==> src/rtl/meta_info_streamer.sv <==
// Walks one string of the meta-info ROM and emits its characters on a valid/ready byte
// stream, waiting out the ROM read latency before each character.
module meta_info_streamer #(
    parameter int IDX_W   = 6,
    parameter int CHR_W   = 8,
    parameter int ROM_LAT = 2,
    parameter int MAX_LEN = 63
) (
    input  logic             clock,
    input  logic             reset,
    input  logic             start,
    input  logic [IDX_W-1:0] proj_sel,
    input  logic             abort,
    output logic [IDX_W-1:0] rom_proj_idx,
    output logic [IDX_W-1:0] rom_chr_idx,
    input  logic [CHR_W-1:0] rom_chr,
    output logic [CHR_W-1:0] out_data,
    output logic             out_valid,
    input  logic             out_ready,
    output logic             busy,
    output logic             done,
    output logic [IDX_W-1:0] len
);

    localparam int WAIT_W = (ROM_LAT > 1) ? $clog2(ROM_LAT) : 1;
    localparam logic [WAIT_W-1:0] WAIT_LAST = WAIT_W'(ROM_LAT - 1);
    localparam logic [IDX_W-1:0]  LAST_IDX  = IDX_W'(MAX_LEN - 1);

    typedef enum logic [1:0] {IDLE, FETCH, EMIT, DONE} state_t;

    state_t            state;
    state_t            state_nxt;
    logic [WAIT_W-1:0] wait_cnt;
    logic [IDX_W-1:0]  char_cnt;
    logic              fetch_last;
    logic              xfer;
    logic              last_chr;

    assign fetch_last = (state == FETCH) && (wait_cnt == WAIT_LAST);
    assign xfer       = (state == EMIT) && out_ready;
    assign last_chr   = (rom_chr_idx == LAST_IDX);

    always_ff @(posedge clock or posedge reset) begin
        if (reset) begin
            state <= IDLE;
        end else begin
            state <= state_nxt;
        end
    end

    // Abort overrides every transition, including a start arriving in IDLE.
    always_comb begin
        state_nxt = state;
        if (abort) begin
            state_nxt = IDLE;
        end else begin
            case (state)
                IDLE:    if (start) state_nxt = FETCH;
                FETCH:   if (fetch_last) state_nxt = (rom_chr == '0) ? DONE : EMIT;
                EMIT:    if (out_ready) state_nxt = last_chr ? DONE : FETCH;
                DONE:    state_nxt = IDLE;
                default: state_nxt = IDLE;
            endcase
        end
    end

    always_comb begin
        busy      = (state != IDLE);
        done      = (state == DONE);
        out_valid = (state == EMIT);
    end

    // len is written on entry to DONE so it is already valid while done is high.
    always_ff @(posedge clock or posedge reset) begin
        if (reset) begin
            rom_proj_idx <= '0;
            rom_chr_idx  <= '0;
            out_data     <= '0;
            wait_cnt     <= '0;
            char_cnt     <= '0;
            len          <= '0;
        end else if (!abort) begin
            if (state == IDLE && start) begin
                rom_proj_idx <= proj_sel;
                rom_chr_idx  <= '0;
                wait_cnt     <= '0;
                char_cnt     <= '0;
            end
            if (state == FETCH) begin
                wait_cnt <= wait_cnt + 1'b1;
                if (fetch_last) begin
                    if (rom_chr != '0) begin
                        out_data <= rom_chr;
                    end else begin
                        len <= char_cnt;
                    end
                end
            end
            if (xfer) begin
                char_cnt <= char_cnt + 1'b1;
                if (last_chr) begin
                    len <= char_cnt + 1'b1;
                end else begin
                    rom_chr_idx <= rom_chr_idx + 1'b1;
                    wait_cnt    <= '0;
                end
            end
        end
    end

endmodule

==> config.mk <==
export PLATFORM = sky130hd
export DESIGN_NAME = meta_info_streamer
export DESIGN_NICKNAME = d
export VERILOG_FILES = /design/src/rtl/meta_info_streamer.sv
export SDC_FILE = /design/constraint.sdc
export NUM_CORES = 1
export LEC_CHECK = 0
export BUFFER_PORTS_ARGS = -buffer_cell sky130_fd_sc_hd__buf_2
export CORE_MARGIN = 2
export CORE_UTILIZATION = 31
export CTS_BUF_LIST = sky130_fd_sc_hd__clkbuf_2 sky130_fd_sc_hd__clkbuf_4 sky130_fd_sc_hd__clkbuf_8
export DETAILED_ROUTE_END_ITERATION = 10
export SETUP_SLACK_MARGIN = 0.15
export SLEW_MARGIN = 20
export SYNTH_ARGS = -nofsm -noshare
export SYNTH_HDL_FRONTEND = slang
export SYNTH_SLANG_ARGS = --single-unit
==> constraint.sdc <==
create_clock -name clock -period 1.8 [get_ports clock]
set_clock_uncertainty 0.1 [all_clocks]
set_input_delay 0.09 -clock clock [delete_from_list [all_inputs] [get_ports clock]]
set_output_delay 0.09 -clock clock [all_outputs]
set_load 0.02 [all_outputs]
==> qor.txt <==
Run status: finished clean
Die width: 79.8 um
Worst Hold Path EP: state[0]
Worst skew pair latency: 0.28 ns
Final std cells w/o fill: 329
Ys flop type: dfrtp_1
Drt drc: 0
# diodes: 0
Global-route wire length before repair: 7510 um
Multi-input logic area: 953 um2
Final Slew Violations: 0
PwrDens: 861 mW/mm2
Std cell rows: 27
XOR/XNOR Fraction of Synth Area: 0.491%
Max clock buf depth: 2
Worst Tran Pin Value: 0.454 ns
Most frequent cells in the layout: buf_2, dfrtp_1, buf_4, o21ai_0, dlygate4sd3_1
Post-Synth Simple-Gate Area: 16.5%
Max VDD drop: 585 uV
Hold_sp: abort
Fin crit share: 91.3%
Main combinational cell family by area after synthesis: compound AO/OA/AOI/OAI gates
IO Count: 48
Final HPWL DP: 3150 um
Die area: 0.00637 mm2
DR pass1 iterations: 4
FMAX: 609 MHz
Number of max-cap violations: 0
Most common cell after layout, fill and taps aside: buf_2
Clock transition at path regs: 0.07 ns
Worst hold path depth: 2
Largest net degree at the start of global routing: 36
Storage cell area: 881 um2
Post-synthesis compound-gate area fraction: 16.7%
Via count: 1664
RD Place Congestion: 0.777
CTS tree: done
Reg2reg setup slack: 0.16 ns
Final nets: 278
PortBufs: 47
CP max FO: 8
Final wirelength: 4590 um
CP arrival: 1.72 ns
Final Setup Violations: 0
Final Hold Viols: 0
Initial Utilization: 32.2%
Hold WC Path Type: input port to flop
Lkg Pwr: 0.00121 uW
Critical path class: flop to flop
Fillers: 544
Total grt overflow: 0
Height of the die: 79.8 um
Antenna violations before repair: 0
Synth cell types: 41
FF-to-FF End: len[2]
Drt wl/cell: 14.0 um
Clock root buffer master: clkbuf_8
Cells after Synth: 172
Vias per cell: 5.06
Post-route ant nets: 0
Post-synth EDFFs: 0
Max Used Layer: met4
CTS Sinks: 35
Finished Core Util: 48.3%
Relative slew slack: 69.8%
Worst slack, placed: -0.0757 ns
Setup TNS: 0 ns
Share of layout cells above drive strength 1: 48.6%
Post-synthesis mux area share: 10.5%
Area of the core: 0.00554 mm2
Met3 wire length: 180 um
Seq/Total Area, Yosys: 49.1%
Adder-Cell Fraction of Synth Area: 2.11%
CTS Buf Count: 5
Async set-reset flop share out of synthesis: 100%
WP data required: 1.87 ns
Register-to-Register Path Depth: 4
Area growth syn-to-layout: 50.1%
Setup crit end kind: flop
Dpl cells: 297
Setup crit start kind: flop
Syn_nets: 194
Total global-route track usage: 15.2%
Post-Syn Area: 0.00178 mm2
Vias in the first global route: 1668
Setup slack after layout: 0.157 ns
H-tree depth: 2
Met2 routed WL: 2290 um
Metal-1 WL: 2080 um
Ys Warns: 0
Unrepaired setup endpoints after global routing: true
Reg2reg start: state[0]
Drt initial violations: 73
Synth Area per Inst: 10.4 um2
Post-layout min period: 1.64 ns
#FFs+latches synth: 35
[worst max-delay path: stages, from the launching register on]
cell	delay, ns
dfrtp_2	0.45
nand3b_1	0.14
or3_4	0.44
o211a_1	0.13
o32a_1	0.27
[sequential cells by signal (all words and copies together), names as in the netlist]
name,cells
rom_chr_idx,6
len,6
wait_cnt,1
rom_proj_idx,6
out_data,8
char_cnt,6
state,2
[cell usage after synthesis, drive strengths merged (2+ instances only)]
| library cell | instances | area, um2 |
|---|---|---|
| and3 | 3 | 18.8 |
| o21a | 2 | 15.0 |
| a31oi | 6 | 37.5 |
| nand3b | 3 | 22.5 |
| nor2 | 12 | 45.0 |
| o32a | 3 | 30.0 |
| nand2 | 6 | 22.5 |
| inv | 7 | 26.3 |
| dfrtp | 35 | 876 |
| nor3 | 3 | 20.0 |
| and2 | 2 | 12.5 |
| mux2i | 3 | 30.0 |
| a211oi | 2 | 15.0 |
| nand4 | 3 | 18.8 |
| o21ai | 16 | 80.1 |
| or4 | 2 | 22.5 |
| nor4b | 2 | 17.5 |
| nand3 | 6 | 30.0 |
| or3 | 2 | 12.5 |
| mux2 | 14 | 158 |
| ha | 3 | 37.5 |
| buf | 3 | 13.8 |
| a21oi | 6 | 33.8 |
| o22a | 4 | 35.0 |
| clkbuf | 11 | 41.3 |
[layout make-up]
type	instances	area share (%)
well taps	72	3.37
flip-flops and latches	35	32.9
repair buffers	91	23.8
inverters	7	0.982
clock buffers	7	3.13
clock inverters	1	0.187
multi-input cells	116	35.6
[per-stage QoR]
| stage | total power, uW | hold slack [ns] | instance area [um2] |
|---|---|---|---|
| 4_1_cts | 2300 | 0.0479 | 2600 |
| 3_3_place_gp | 1660 | 0.122 | 2230 |
| 6_report | 2300 | 0.0737 | 2680 |
| 5_1_grt | 2420 | 0.0841 | 2680 |
| 3_5_place_dp | 1670 | 0.116 | 2230 |
| 2_1_floorplan | 1430 | 0.142 | 1840 |
[repair_timing]
action / CTS / global route
pin swaps: 3 / 9
setup endpoints to repair: 28 / 28
hold buffers: 15 / 0
hold endpoints to repair: 49 / 0
gates resized for setup: 16 / 15
setup buffers: 7 / 2
[how the worst max path moves through the flow]
stage	startpoint	to	slack [ns]
floorplan	state[1]	len[2]	0.02
global placement	rom_chr[3]	len[2]	-0.07
detailed placement	rom_chr[3]	len[2]	-0.08
CTS	rom_chr_idx[0]	len[2]	0.15
global route	state[0]	rom_proj_idx[0]	0.1
finish	state[0]	len[2]	0.16
[routing by layer]
layer | track usage [%] | vias up
met2 | 26.7 | 31
met4 | 3.73 | 0
met5 | 0 | -
met3 | 4.19 | 6
li1 | - | 801
met1 | 18.3 | 826
[report_power, final]
group / switching, uW / internal, uW / leakage [uW] / total [uW]
combinational: 373 / 332 / 0.000715 / 705
clock: 273 / 302 / 0.0000491 / 575
sequential: 84.2 / 939 / 0.000448 / 1020
total: 731 / 1570 / 0.00121 / 2300
[logic make-up (layout without fill, tap and decap cells)]
family                     after synthesis  after routing
DFF                                     35             35
AOI/OAI and AO/OA                       45             45
xor gates and xnor gates                 1              1
and+or+nand+nor                         50             50
buffers and inverters                   21            106
adders and majority gates                3              3
muxes                                   17             17
Note: power is estimated with default switching activity, not from simulation.
